`config.mk`:
```
export PLATFORM = sky130hd
export DESIGN_NAME = riscv_encoder_flat
export DESIGN_NICKNAME = d
export VERILOG_FILES = /design/src/rtl/riscv_encoder_if.sv /design/src/rtl/riscv_encoder.sv /design/src/flat_wrapper.sv
export SDC_FILE = /design/constraint.sdc
export NUM_CORES = 1
export LEC_CHECK = 0
export BUFFER_PORTS_ARGS = -buffer_cell sky130_fd_sc_hd__buf_2
export CORE_UTILIZATION = 41
export DETAILED_ROUTE_END_ITERATION = 10
export GPL_ROUTABILITY_DRIVEN = 0
export PLACE_DENSITY = 0.7
export SLEW_MARGIN = 5
export SYNTH_ARGS = -nofsm -noshare
export SYNTH_HDL_FRONTEND = slang
export SYNTH_SLANG_ARGS = --single-unit
```
`constraint.sdc`:
```
create_clock -name clk -period 2.92 [get_ports clk]
set_input_delay 0.438 -clock clk [delete_from_list [all_inputs] [get_ports clk]]
set_output_delay 0.438 -clock clk [all_outputs]
set_load 0.02 [all_outputs]
```
`src/rtl/riscv_encoder_if.sv`:
```
// Request/response bundle for riscv_encoder: instruction fields in, encoded words out.
// The requester holds the master modport; the encoder holds the slave modport.
interface riscv_encoder_if;
  logic        in_valid;
  logic        in_ready;
  logic [2:0]  in_fmt;
  logic [6:0]  in_opcode;
  logic [2:0]  in_funct3;
  logic [6:0]  in_funct7;
  logic [4:0]  in_rd;
  logic [4:0]  in_rs1;
  logic [4:0]  in_rs2;
  logic [31:0] in_imm;
  logic        out_valid;
  logic        out_ready;
  logic [31:0] out_instr;
  logic        out_illegal;

  modport master (
    output in_valid, in_fmt, in_opcode, in_funct3, in_funct7,
    output in_rd, in_rs1, in_rs2, in_imm, out_ready,
    input  in_ready, out_valid, out_instr, out_illegal
  );

  modport slave (
    input  in_valid, in_fmt, in_opcode, in_funct3, in_funct7,
    input  in_rd, in_rs1, in_rs2, in_imm, out_ready,
    output in_ready, out_valid, out_instr, out_illegal
  );
endinterface

```
`src/rtl/riscv_encoder.sv`:
```
// RV32 instruction encoder feeding a DEPTH-entry output FIFO; illegal requests enqueue 0 + flag.
// Optional macro RVENC_M_EXT_EN: when defined, M-extension R-type requests encode normally.
module riscv_encoder #(
  parameter int DEPTH = 2
) (
  input  logic             clk,
  input  logic             reset,
  riscv_encoder_if.slave   bus,
  output logic [31:0]      enc_count
);

  localparam int AW = (DEPTH > 1) ? $clog2(DEPTH) : 1;

  localparam logic [2:0] FMT_R = 3'd0;
  localparam logic [2:0] FMT_I = 3'd1;
  localparam logic [2:0] FMT_S = 3'd2;
  localparam logic [2:0] FMT_B = 3'd3;
  localparam logic [2:0] FMT_U = 3'd4;
  localparam logic [2:0] FMT_J = 3'd5;

  logic [31:0] imm;
  logic        fits12;
  logic        fits13;
  logic        fits21;
  logic [31:0] enc_word;
  logic        enc_bad;
  logic [31:0] enc_instr;

  logic [AW-1:0] wr_ptr_reg, wr_ptr_next;
  logic [AW-1:0] rd_ptr_reg, rd_ptr_next;
  logic [AW:0]   count_reg, count_next;
  logic [31:0]   enc_count_reg, enc_count_next;
  logic          full;
  logic          push;
  logic          pop;

  logic [31:0] mem_instr [DEPTH];
  logic        mem_ill   [DEPTH];

  assign imm = bus.in_imm;

  // A value fits N signed bits when every bit above N-1 matches the sign bit.
  assign fits12 = (&imm[31:11]) | ~(|imm[31:11]);
  assign fits13 = (&imm[31:12]) | ~(|imm[31:12]);
  assign fits21 = (&imm[31:20]) | ~(|imm[31:20]);

`ifndef RVENC_M_EXT_EN
  logic is_mext;
  assign is_mext = (bus.in_funct7 == 7'b0000001) &&
                   ((bus.in_opcode == 7'b0110011) || (bus.in_opcode == 7'b0111011));
`endif

  always_comb begin
    enc_word = 32'h0;
    enc_bad  = 1'b0;
    case (bus.in_fmt)
      FMT_R: begin
        enc_word = {bus.in_funct7, bus.in_rs2, bus.in_rs1, bus.in_funct3,
                    bus.in_rd, bus.in_opcode};
`ifdef RVENC_M_EXT_EN
        enc_bad  = 1'b0;
`else
        enc_bad  = is_mext;
`endif
      end
      FMT_I: begin
        enc_word = {imm[11:0], bus.in_rs1, bus.in_funct3, bus.in_rd, bus.in_opcode};
        enc_bad  = !fits12;
      end
      FMT_S: begin
        enc_word = {imm[11:5], bus.in_rs2, bus.in_rs1, bus.in_funct3,
                    imm[4:0], bus.in_opcode};
        enc_bad  = !fits12;
      end
      FMT_B: begin
        enc_word = {imm[12], imm[10:5], bus.in_rs2, bus.in_rs1, bus.in_funct3,
                    imm[4:1], imm[11], bus.in_opcode};
        enc_bad  = !fits13 || imm[0];
      end
      FMT_U: begin
        enc_word = {imm[31:12], bus.in_rd, bus.in_opcode};
        enc_bad  = |imm[11:0];
      end
      FMT_J: begin
        enc_word = {imm[20], imm[10:1], imm[11], imm[19:12], bus.in_rd, bus.in_opcode};
        enc_bad  = !fits21 || imm[0];
      end
      default: begin
        enc_word = 32'h0;
        enc_bad  = 1'b1;
      end
    endcase
  end

  assign enc_instr = enc_bad ? 32'h0 : enc_word;

  // Full blocks acceptance outright; a same-cycle pop does not open a slot early.
  assign full          = (count_reg == (AW+1)'(DEPTH));
  assign bus.in_ready  = !full;
  assign bus.out_valid = (count_reg != '0);
  assign push          = bus.in_valid && !full;
  assign pop           = bus.out_valid && bus.out_ready;

  always_comb begin
    wr_ptr_next    = wr_ptr_reg;
    rd_ptr_next    = rd_ptr_reg;
    count_next     = count_reg;
    enc_count_next = enc_count_reg;
    if (push) begin
      wr_ptr_next = wr_ptr_reg + 1'b1;
    end
    if (pop) begin
      rd_ptr_next    = rd_ptr_reg + 1'b1;
      enc_count_next = enc_count_reg + 32'd1;
    end
    if (push && !pop) begin
      count_next = count_reg + 1'b1;
    end else if (pop && !push) begin
      count_next = count_reg - 1'b1;
    end
  end

  always_ff @(posedge clk) begin
    if (reset) begin
      wr_ptr_reg    <= '0;
      rd_ptr_reg    <= '0;
      count_reg     <= '0;
      enc_count_reg <= 32'h0;
    end else begin
      wr_ptr_reg    <= wr_ptr_next;
      rd_ptr_reg    <= rd_ptr_next;
      count_reg     <= count_next;
      enc_count_reg <= enc_count_next;
    end
  end

  genvar gi;
  generate
    for (gi = 0; gi < DEPTH; gi++) begin : g_entry
      always_ff @(posedge clk) begin
        if (reset) begin
          mem_instr[gi] <= 32'h0;
          mem_ill[gi]   <= 1'b0;
        end else if (push && (wr_ptr_reg == AW'(gi))) begin
          mem_instr[gi] <= enc_instr;
          mem_ill[gi]   <= enc_bad;
        end
      end
    end
  endgenerate

  // Head entry is forced to zero when empty so stale slots never leak out.
  assign bus.out_instr   = bus.out_valid ? mem_instr[rd_ptr_reg] : 32'h0;
  assign bus.out_illegal = bus.out_valid ? mem_ill[rd_ptr_reg] : 1'b0;
  assign enc_count       = enc_count_reg;

endmodule

```
`src/flat_wrapper.sv`:
```
// flat-port wrapper written by rule: the top's interface ports become plain ports
module riscv_encoder_flat 
#(
  parameter int DEPTH = 2
)
  (clk, reset, enc_count, bus_in_valid, bus_in_fmt, bus_in_opcode, bus_in_funct3, bus_in_funct7, bus_in_rd, bus_in_rs1, bus_in_rs2, bus_in_imm, bus_out_ready, bus_in_ready, bus_out_valid, bus_out_instr, bus_out_illegal);
  riscv_encoder_if bus_i ();
  input  logic clk;
  input  logic reset;
  output logic [31:0] enc_count;
  input wire logic [$bits(bus_i.in_valid)-1:0] bus_in_valid;
  input wire logic [$bits(bus_i.in_fmt)-1:0] bus_in_fmt;
  input wire logic [$bits(bus_i.in_opcode)-1:0] bus_in_opcode;
  input wire logic [$bits(bus_i.in_funct3)-1:0] bus_in_funct3;
  input wire logic [$bits(bus_i.in_funct7)-1:0] bus_in_funct7;
  input wire logic [$bits(bus_i.in_rd)-1:0] bus_in_rd;
  input wire logic [$bits(bus_i.in_rs1)-1:0] bus_in_rs1;
  input wire logic [$bits(bus_i.in_rs2)-1:0] bus_in_rs2;
  input wire logic [$bits(bus_i.in_imm)-1:0] bus_in_imm;
  input wire logic [$bits(bus_i.out_ready)-1:0] bus_out_ready;
  output wire logic [$bits(bus_i.in_ready)-1:0] bus_in_ready;
  output wire logic [$bits(bus_i.out_valid)-1:0] bus_out_valid;
  output wire logic [$bits(bus_i.out_instr)-1:0] bus_out_instr;
  output wire logic [$bits(bus_i.out_illegal)-1:0] bus_out_illegal;
  assign bus_i.in_valid = bus_in_valid;
  assign bus_i.in_fmt = bus_in_fmt;
  assign bus_i.in_opcode = bus_in_opcode;
  assign bus_i.in_funct3 = bus_in_funct3;
  assign bus_i.in_funct7 = bus_in_funct7;
  assign bus_i.in_rd = bus_in_rd;
  assign bus_i.in_rs1 = bus_in_rs1;
  assign bus_i.in_rs2 = bus_in_rs2;
  assign bus_i.in_imm = bus_in_imm;
  assign bus_i.out_ready = bus_out_ready;
  assign bus_in_ready = bus_i.in_ready;
  assign bus_out_valid = bus_i.out_valid;
  assign bus_out_instr = bus_i.out_instr;
  assign bus_out_illegal = bus_i.out_illegal;
  riscv_encoder #(.DEPTH(DEPTH)) u_core (.clk(clk), .reset(reset), .bus(bus_i), .enc_count(enc_count));
endmodule
```
==> results of run 1 <==
==> cell usage in the layout (no fill, tap or decap), types with 2 or more instances in the layout <==
cell       netlist  routed
mux2i_1         47      47
mux2_2           3       3
nor3_1          35      35
nor2_1          80      79
and2_1           2       2
and3_1           5       5
o2bb2ai_1        4       4
dfxtp_1         37      36
nor4_2          14      14
nand2_1         51      51
a21oi_1          7       7
nor2b_1          7       7
buf_2           13     137
inv_6            0       3
xor2_1          25      25
nor4_1          30      30
or3_1            3       3
buf_4            0      11
inv_1            8       8
ha_1             2       2
xnor2_1          9       9
o21ai_0          9       9
and4_1           3       3
buf_12           0       3
a22oi_1         14      14
clkinv_4         0       2
nand3_1         13      13
edfxtp_1        66      66
o22ai_1          2       2
clkbuf_16        0       9
nand3b_1         2       2
nand4_1         23      23
==> per-layer routing <==
| metal | routed length [µm] | part of all wire [%] |
|---|---|---|
| met1 | 5990 | 43 |
| met2 | 6640 | 48 |
| met3 | 929 | 6.7 |
| met4 | 368 | 2.6 |
| met5 | 0 | 0 |
==> critical path: stages (launching register included) <==
cell and delay [ps]:
dfxtp_2 680, buf_12 260, mux2i_1 270, nor2_1 90
buf_2 180
==> power by group through the flow <==
stage          registers (mW)  logic (mW)  clock network [mW]
6_report                 1.84        1.25                1.15
3_5_place_dp             1.88        1.26                   0
5_1_grt                  1.87        1.36                1.23
3_3_place_gp             1.87        1.24                   0
4_1_cts                  1.85        1.26                1.18
2_1_floorplan            1.82       0.878                   0
==> worst min-delay path by stage <==
stage	startpoint	end	slack, ps	cells after the start
after floorplan	u_core.rd_ptr_reg$_SDFFE_PP0P_	flop	480	2
after global placement	u_core.enc_count[31]$_SDFFE_PP0P_	u_core.enc_count[31]$_SDFFE_PP0P_	490	2
after detailed placement	u_core.enc_count[31]$_SDFFE_PP0P_	u_core.enc_count[31]$_SDFFE_PP0P_	510	2
after CTS	reset	u_core.wr_ptr_reg$_SDFFE_PP0P_	380	2
after global routing	reset	u_core.wr_ptr_reg$_SDFFE_PP0P_	390	2
final	reset	u_core.wr_ptr_reg$_SDFFE_PP0P_	390	2
==> cell families after synthesis <==
| family | count (synthesis) | share of synthesized area (%) |
|---|---|---|
| AOI/OAI and AO/OA | 46 | 5.70 |
| buffers and inverters | 51 | 4.30 |
| DFF | 103 | 49.2 |
| muxes | 50 | 9.11 |
| xor gates and xnor gates | 34 | 5.38 |
| and+or+nand+nor | 274 | 25.9 |
| adders and majority gates | 2 | 0.452 |
==> cell type report <==
type	instances	area, µm²
fillers	1197	6500
flip-flops and latches	103	2720
multi-input cells	406	2600
repair buffers	151	828
clock buffers	9	225
well taps	176	220
clock inverters	7	60.1
inverters	8	30.0
==> summary.md, run 1 <==
| Metric | Value |
|---|---|
| Status | `finished, final reports clean` |
| H-tree depth | `3` |
| Post-synth EDFFs | `66` |
| Crit start category | `flop` |
| DPL Wire Length | `about 9.8 mm` |
| RSZ-0062 raised after global routing | `false` |
| Flop pwr share | `roughly 43%` |
| Placed insts | `844` |
| Die Wd | `118 µm` |
| Mapped Cells | `560` |
| R2r endpoint | `u_core.mem_instr[1][5]$_SDFFCE_PN0P_` |
| Placed Area | `0.00640 mm²` |
| VDD IR max | `0.360 mV` |
| LEAKAGE | `2.60 nW` |
| Die Span Y | `118 µm` |
| DRC marker count from the first detailed-route iteration | `approximately 380` |
| Initial Util | `a little over two fifths` |
| Area delta synth->final | `20.8%` |
| CTS tree | `done` |
| Final setup fails | `0` |
| Vias in the first global route | `approximately 4,600` |
| Syn Std Cell Area | `about 0.0055 mm²` |
| Main synth FF type | `edfxtp_1` |
| Reg-to-Reg Start | `u_core.count_reg[0]$_SDFFE_PP0P_` |
| Setup WS pre-CTS | `roughly 450 ps` |
| Slew @ Worst Pin | `around 1000 ps` |
| Finished Cell Area | `approximately 0.0067 mm²` |
| ANT cells | `0` |
| GR Overflow Total | `0` |
| Worst hold path class | `in2reg` |
| Largest net degree at the start of global routing | `between 60 and 70` |
| Worst endpoint data arrival time | `1830 ps` |
| Sw Ratio | `between 30% and 40%` |
| Synthesized flop and latch total | `about 100` |
| Final Critical Period | `roughly 2300 ps` |
| Crit share post-route | `77.6%` |
| Max Fclk | `~440 MHz` |
| Post-synth top area cell | `edfxtp_1` |
| Drt first pass iters | `5` |
| Via Count | `between 4,000 and 5,000` |
| Final ANT Viol Nets | `0` |
| Tot GR Track Use | `20.1%` |
| Synth top cells by count | `80 x nor2_1, 66 x edfxtp_1, 51 x nand2_1` |
| Post-route DRC | `0` |
| Final slew viol count | `0` |
| Overall Power | `around 4.2 mW` |
| Grt met2 use | `between 30 and 40%` |
| Final nets | `between 700 and 800` |
| Critical path peak fanout | `18` |
| Async S/R FF share, synth | `0%` |
| DRT Wirelength | `around 14 mm` |
| Unique masters post-synth | `46` |
| Post-synth top area share | `35.8%` |
| Largest cells by area after synthesis | `edfxtp_1 36%, dfxtp_1 13%, mux2i_1 8.5%` |
| First-pass GRT wire length | `approximately 22 mm` |
| Power share of the combinational group | `29.5%` |
| Final hold slack | `between 300 and 400 ps` |
| WS Path Type | `reg2out` |
| Longest Clk Path Bufs | `2` |
| Post-CTS setup buffer count | `0` |
| Met1 usage | `26.0%` |
| Avg Vias per Cell | `5.68` |
| Clk root buf | `clkbuf_16` |
| Layout Utilization | `just over 50%` |
| Register-to-Register Path Depth | `5` |
| Worst-skew pair later-pin latency | `around 340 ps` |
| Setup TNS Final | `0 ps` |
| Rows | `42` |
| Internal reg-to-reg setup slack | `between 700 and 800 ps` |
| Wire per inst | `approximately 16 µm` |
| Final worst slack | `654 ps` |
| Worst EP required | `roughly 2500 ps` |
| Hold Buf Count CTS | `0` |
| Clock sinks | `~100` |
| Crit path capture type | `primary output` |
| Fin cells | `860` |
| Layer with the highest usage | `met2` |
| Most frequent cell after synthesis | `nor2_1` |
| Psw | `~1.5 mW` |
| Sequential fraction of the synthesis area | `roughly half` |
| Clk network pwr share | `~27%` |
| CP Capture Point | `bus_out_instr[30]` |
| Die footprint | `0.0140 mm²` |
| Ys Warns | `0` |
| Number of flip-flops in the largest register | `64` |
| Mean Syn Cell Area | `about 10 µm²` |
| PwrDens | `between 600 and 700 mW/mm²` |
| IO Port Bufs | `between 100 and 150` |
| Initial antenna violation count | `0` |
| Layout cells sized above 1 | `27.9%` |
| Internal | `~2.8 mW` |
| I/O pin count | `138` |
| GR Layer Usage met3 | `3.28%` |
| Setup Skew | `around 8.3 ps` |
| Area of the core | `between 0.01 and 0.015 mm²` |
| Net Count, Synth | `between 600 and 700` |
| Clock transition at the registers of the reported paths | `roughly 70 ps` |
| Max-cap check violation count | `0` |
| Normalized max-slew margin | `about 30%` |
| Inserted Clock Buffers | `9` |
| Final hold viol count | `0` |
| Post-cts resize count | `0` |
Power figures use the tool's default switching activity.
==> run 2, diff against run 1 <==
==> constraint.sdc (replaced) <==
create_clock -name clk -period 2.37 [get_ports clk]
set_input_delay 0.3555 -clock clk [delete_from_list [all_inputs] [get_ports clk]]
set_output_delay 0.3555 -clock clk [all_outputs]
set_load 0.02 [all_outputs]
==> run 2 against run 1 <==
  * Utilization up 0.44 points
  * Power up 24%
  * Via count down 1.8%
  * Hold slack worse by 14 ps
  * Non-clock buffer count up 7
  * Setup slack worse by 420 ps
  * Count of clock-buffer cells in the layout up 2
  * Critical endpoint is now u_core.mem_instr[0][28]$_SDFFCE_PN0P_
  * Flip-flop and latch count unchanged
==> summary.md, run 2 (synthesized netlist as in run 1, its figures left out) <==
| Metric | Value |
|---|---|
| Status | `finished, final reports clean` |
| Rows | `42` |
| Flop pwr share | `42.3%` |
| Area of the core | `0.0132 mm²` |
| Layout cells sized above 1 | `roughly 28%` |
| DRC marker count from the first detailed-route iteration | `314` |
| Normalized max-slew margin | `between 50% and 60%` |
| Hold_sp | `bus_in_opcode[0]` |
| Crit share post-route | `roughly 90%` |
| I/O pin count | `about 140` |
| Worst endpoint data arrival time | `between 2000 and 2500 ps` |
| RSZ-0062 raised after global routing | `false` |
| Psw | `1.76 mW` |
| Clk root buf | `clkbuf_16` |
| Initial Util | `about two fifths` |
| DR top layer | `met4` |
| Met1 Routed Length | `between 6 and 7 mm` |
| Routed wl met2 | `roughly 6.8 mm` |
| Inserted Clock Buffers | `9` |
| LEAKAGE | `approximately 2.6 nW` |
| Area delta synth->final | `21.8%` |
| Final nets | `759` |
| Sw Ratio | `around 34%` |
| Wire per inst | `16.2 µm` |
| Clk network pwr share | `between 20% and 30%` |
| Final slew viol count | `0` |
| Internal reg-to-reg setup slack | `between 200 and 250 ps` |
| Die Wd | `roughly 120 µm` |
| Hold Path Depth | `3` |
| Avg Vias per Cell | `approximately 5.5` |
| Critical path, cell by cell | `nand2b_1, nand2_1, or3_1, nor4_1` |
| Worst path max stage delay | `~690 ps` |
| Max stage delay cell, worst path | `or3_1` |
| Reg-to-Reg Start | `u_core.count_reg[0]$_SDFFE_PP0P_` |
| Drt first pass iters | `5` |
| Die footprint | `around 0.014 mm²` |
| Most common cell after layout, fill and taps aside | `buf_2` |
| Max-cap check violation count | `0` |
| PwrDens | `roughly 800 mW/mm²` |
| Worst-skew pair later-pin latency | `340 ps` |
| Layout Utilization | `51.1%` |
| Slew @ Worst Pin | `roughly 720 ps` |
| Register-to-Register Path Depth | `4` |
| Final hold slack | `~380 ps` |
| Clock transition at the registers of the reported paths | `around 70 ps` |
| Number of flip-flops in the largest register | `between 60 and 70` |
| Tot GR Track Use | `slightly above 20%` |
| IO Port Bufs | `137` |
| Die Span Y | `118 µm` |
| H-tree depth | `3` |
| VDD IR max | `0.431 mV` |
| Critical path peak fanout | `18` |
| WS Path Type | `reg2reg` |
| Hold Buf Count CTS | `0` |
| Crit start category | `flop` |
| Crit path capture type | `flop` |
| Max Fclk | `around 470 MHz` |
| Post-route DRC | `0` |
| R2r endpoint | `u_core.mem_instr[0][28]$_SDFFCE_PN0P_` |
| Internal | `around 3.5 mW` |
| Worst hold endpoint | `u_core.mem_instr[0][0]$_SDFFCE_PN0P_` |
| Final Critical Period | `2140 ps` |
| CTS tree | `done` |
| Setup WS pre-CTS | `just under 70 ps` |
| DPL Wire Length | `slightly below 10 mm` |
| DRT Wirelength | `roughly 14 mm` |
| Post-CTS setup buffer count | `0` |
| Final hold viol count | `0` |
| Longest Clk Path Bufs | `2` |
| Overall Power | `about 5.3 mW` |
| Largest net degree at the start of global routing | `65` |
| GR Overflow Total | `0` |
| Detail Route met3 WL | `~950 µm` |
| Setup Skew | `around 6 ps` |
| Worst EP required | `2510 ps` |
| Final setup fails | `0` |
| Clock sinks | `a little over 100` |
| Most frequent cells in the layout | `137 x buf_2, 79 x nor2_1, 66 x edfxtp_1` |
| Post-cts resize count | `0` |
| Vias in the first global route | `around 4,500` |
| Fillcell total | `1,200` |
| First-pass GRT wire length | `approximately 23 mm` |
| Power share of the combinational group | `between 30% and 40%` |
| Final ANT Viol Nets | `0` |
| Worst hold path class | `in2reg` |
| Setup TNS Final | `0 ps` |
| Initial antenna violation count | `1` |
| Final worst slack | `roughly 230 ps` |
| Via Count | `4,792` |
run 2: cell types whose count changed in the layout (fill, tap and decap cells not counted), sizes merged:
cell / previous run / this run
diode: 0 / 1
bufinv: 0 / 1
clkbuf: 9 / 11
inv: 12 / 8
buf: 151 / 158
run 2: cell type report:
| cell class | count | area [µm²] | area share, % |
|---|---|---|---|
| multi-input cells | 406 | 2590 | 38.4 |
| diodes | 1 | 2.50 | 0.0371 |
| clock inverters | 4 | 47.5 | 0.705 |
| clock buffers | 11 | 233 | 3.45 |
| repair buffers | 158 | 893 | 13.2 |
| flip-flops and latches | 103 | 2720 | 40.4 |
| well taps | 176 | 220 | 3.27 |
| inverters | 8 | 30.0 | 0.445 |
run 2: per-stage QoR:
step	instance area [µm²]	instances
finish	6740	867
global route	6740	867
CTS	6740	866
detailed placement	6460	851
global placement	6460	851
floorplan	5540	560
run 2: how the worst max path moves through the flow:
stage	slack [ps]	from	end	depth (start not counted)
after floorplan	220	u_core.count_reg[0]$_SDFFE_PP0P_	u_core.mem_ill[0]$_DFFE_PP_	3
after global placement	140	bus_in_imm[23]	u_core.mem_instr[1][9]$_SDFFCE_PN0P_	7
after detailed placement	70	bus_in_imm[23]	u_core.mem_instr[0][28]$_SDFFCE_PN0P_	7
after CTS	200	u_core.count_reg[0]$_SDFFE_PP0P_	u_core.mem_instr[0][28]$_SDFFCE_PN0P_	4
after global routing	70	u_core.count_reg[0]$_SDFFE_PP0P_	u_core.mem_instr[0][28]$_SDFFCE_PN0P_	4
final	230	u_core.count_reg[0]$_SDFFE_PP0P_	u_core.mem_instr[0][28]$_SDFFCE_PN0P_	4
run 2: per-layer routing:
layer | GRT usage [%] | vias up
met3 | 4.49 | 24
li1 | - | 2312
met4 | 7.37 | 0
met2 | 34.1 | 201
met1 | 25.9 | 2255
met5 | 0 | -
run 2: power groups by stage:
stage / sequential [mW] / combinational [mW] / clock (mW)
2_1_floorplan: 2.24 / 1.08 / 0
3_3_place_gp: 2.25 / 1.60 / 0
3_5_place_dp: 2.26 / 1.61 / 0
4_1_cts: 2.22 / 1.62 / 1.47
5_1_grt: 2.24 / 1.74 / 1.53
6_report: 2.22 / 1.60 / 1.43
run 2: critical path, delay by kind of cell, from the launching register on:
kind	cells	cell delay, ps
flip-flops	1	450
AND/OR/NAND/NOR	4	1490
==> run 3, diff against run 2 <==
--- a/config.mk
+++ b/config.mk
@@ -5,6 +5,7 @@
 export SDC_FILE = /design/constraint.sdc
 export NUM_CORES = 1
 export LEC_CHECK = 0
+export ABC_AREA = 1
 export BUFFER_PORTS_ARGS = -buffer_cell sky130_fd_sc_hd__buf_2
 export CORE_UTILIZATION = 41
 export DETAILED_ROUTE_END_ITERATION = 10
==> run 3 against run 2 <==
  * Combinational power about the same
  * Sequential share of layout area down 2.1 points
  * Via count rose by 14%
  * Power barely moved
  * Setup slack improved by 160 ps
  * Clock skew rose by 2.6 ps
  * Synthesized cell count rose by 36%
  * Clock power is 3% higher
  * Global-route usage increased by 0.62 points
  * Utilization shrank 0.34 points
  * Wire length grew 8.7%
  * Critical path type is now reg2out
  * Critical endpoint is now bus_out_instr[25]
  * Largest cell class is now multi-input gates
==> summary.md, run 3 <==
| Metric | Value |
|---|---|
| Mapped Cells | `approximately 760` |
| CTS tree | `done` |
| Most frequent cell after synthesis | `nand2_1` |
| Final worst slack | `394 ps` |
| Status | `finished, final reports clean` |
| Clk root buf | `clkbuf_16` |
| Post-synth top area share | `~34%` |
| Longest Clk Path Bufs | `2` |
| Die footprint | `0.0149 mm²` |
| Largest cells by area after synthesis | `edfxtp_1 34%, nand2_1 14%, dfxtp_1 13%` |
| Internal | `around 3.4 mW` |
| Worst path max stage delay | `~350 ps` |
| Clock sinks | `103` |
| PwrDens | `between 700 and 800 mW/mm²` |
| Crit path capture type | `primary output` |
| Ys Warns | `0` |
| Initial antenna violation count | `0` |
| Finished Cell Area | `slightly above 0.007 mm²` |
| Worst EP required | `about 2000 ps` |
| Max-cap check violation count | `0` |
| Crit start category | `flop` |
| Net Count, Synth | `between 800 and 900` |
| Critical path peak fanout | `33` |
| Final hold viol count | `0` |
| Final slew viol count | `0` |
| IO Port Bufs | `~140` |
| Layout Utilization | `between 50% and 60%` |
| Post-route DRC | `0` |
| Setup Skew | `roughly 8.6 ps` |
| ANT cells | `0` |
| Overall Power | `between 5 and 6 mW` |
| Post-cts resize count | `0` |
| Most common cell after layout, fill and taps aside | `nand2_1` |
| Worst hold path class | `in2reg` |
| LEAKAGE | `around 2.9 nW` |
| I/O pin count | `approximately 140` |
| WS Path Type | `reg2out` |
| Area delta synth->final | `20.3%` |
| Hold Buf Count CTS | `0` |
| Clock transition at the registers of the reported paths | `around 70 ps` |
| DPL Wire Length | `roughly 11 mm` |
| Via Count | `around 5,500` |
| First-pass GRT wire length | `24.2 mm` |
| Critical path, cell by cell | `inv_1, buf_4, nand2_1, a21oi_1, buf_2` |
| Most frequent cells in the layout | `224 x nand2_1, 137 x buf_2, 109 x nor2_1` |
| Drt first pass iters | `7` |
| Top Family by Delay on Critical Path | `buffers and inverters` |
| Setup WS pre-CTS | `332 ps` |
| GR Overflow Total | `0` |
| Layout cells sized above 1 | `between 20% and 30%` |
| Worst-skew pair later-pin latency | `340 ps` |
| Power share of the combinational group | `a little over 30%` |
| Number of flip-flops in the largest register | `between 60 and 70` |
| Synth top cells by count | `224 x nand2_1, 110 x nor2_1, 66 x edfxtp_1` |
| DRT Wirelength | `approximately 15 mm` |
| Flop pwr share | `41.6%` |
| Final setup fails | `0` |
| Clk network pwr share | `between 20% and 30%` |
| Buffer and inverter count on the worst path | `3` |
| Main synth FF type | `edfxtp_1` |
| Synthesized flop and latch total | `between 100 and 150` |
| Syn Std Cell Area | `approximately 0.0059 mm²` |
| Avg Vias per Cell | `approximately 5.1` |
| DRC marker count from the first detailed-route iteration | `approximately 390` |
| Fillcell total | `~1,400` |
| Post-CTS setup buffer count | `0` |
| FF/Latch Area | `0.00272 mm²` |
| Post-synth EDFFs | `66` |
| Setup TNS Final | `0 ps` |
| Placed insts | `~1,100` |
| Multi-input logic area | `around 0.0028 mm²` |
| Normalized max-slew margin | `between 50% and 60%` |
| Slew @ Worst Pin | `~630 ps` |
| Unique masters post-synth | `a little over 40` |
| H-tree depth | `3` |
| Wire per inst | `14.1 µm` |
| Post-synth top area cell | `edfxtp_1` |
| Largest net degree at the start of global routing | `35` |
| Mean Syn Cell Area | `7.78 µm²` |
| Die Span Y | `roughly 120 µm` |
| Final nets | `965` |
| Area of the core | `around 0.014 mm²` |
| Vias in the first global route | `4,850` |
| Final hold slack | `roughly 390 ps` |
| Sw Ratio | `around 36%` |
| Max stage delay cell, worst path | `buf_4` |
| Crit share post-route | `a little over four fifths` |
| VDD IR max | `0.420 mV` |
| Die Wd | `122 µm` |
| Max Fclk | `506 MHz` |
| Psw | `roughly 1.9 mW` |
| Final ANT Viol Nets | `0` |
| Tot GR Track Use | `a little over a fifth` |
| Sequential fraction of the synthesis area | `46.1%` |
| Async S/R FF share, synth | `0%` |
| Placed Area | `approximately 0.0068 mm²` |
| RSZ-0062 raised after global routing | `false` |
| Final Critical Period | `1980 ps` |
| Inserted Clock Buffers | `9` |
| Worst endpoint data arrival time | `about 1600 ps` |
| Rows | `43` |
| Fin cells | `1,077` |
| Initial Util | `between 40% and 50%` |
==> run 3: power groups by stage <==
stage / Sequential, mW / Clock (mW) / Combinational (mW)
finish: 2.19 / 1.47 / 1.60
global route: 2.21 / 1.55 / 1.76
CTS: 2.19 / 1.49 / 1.62
detailed placement: 2.23 / 0 / 1.61
global placement: 2.22 / 0 / 1.61
floorplan: 2.22 / 0 / 1.02
==> run 3: kinds of logic after synthesis <==
logic type | synth area share, %
AO/OA/AOI/OAI | 9.77
flip-flops | 46.1
adder cells (fa/ha/maj) | 0.424
AND/OR/NAND/NOR | 35.9
XOR/XNOR | 0.593
buffers and inverters | 7.18
==> run 3: tightest hold or removal path: cells and delay by family <==
family	cells	cell delay, ps
AND/OR/NAND/NOR	1	60
buffers and inverters	2	280
==> run 3: layout make-up <==
type                            count  share of cell area (%)
Tap cell                          180                    3.17
Timing Repair Buffer              151                    11.7
Multi-Input combinational cell    559                    39.2
Clock inverter                      6                   0.846
Inverter                           68                    3.59
Sequential cell                   103                    38.3
Clock buffer                       10                    3.22
==> run 3: per-layer routing <==
| layer | share of wire, % | up-vias | track usage (%) |
|---|---|---|---|
| li1 | - | 2753 | - |
| met1 | 45 | 2493 | 29.2 |
| met2 | 46 | 219 | 32.7 |
| met3 | 7.2 | 21 | 2.86 |
| met4 | 2.0 | 0 | 8.87 |
| met5 | 0 | - | 0 |
==> run 3: final timing paths <==
kind                                                        from                           endpoint  slack [ps]  cells past startpoint
worst max-delay path                                        flop                  bus_out_instr[25]         390                      5
worst min-delay path                                       reset  u_core.enc_count[14]$_SDFFE_PP0P_         390                      3
worst max register to register  u_core.enc_count[0]$_SDFFE_PP0P_  u_core.enc_count[30]$_SDFFE_PP0P_         490                     11
worst min register to register    u_core.rd_ptr_reg$_SDFFE_PP0P_     u_core.rd_ptr_reg$_SDFFE_PP0P_         460                      1
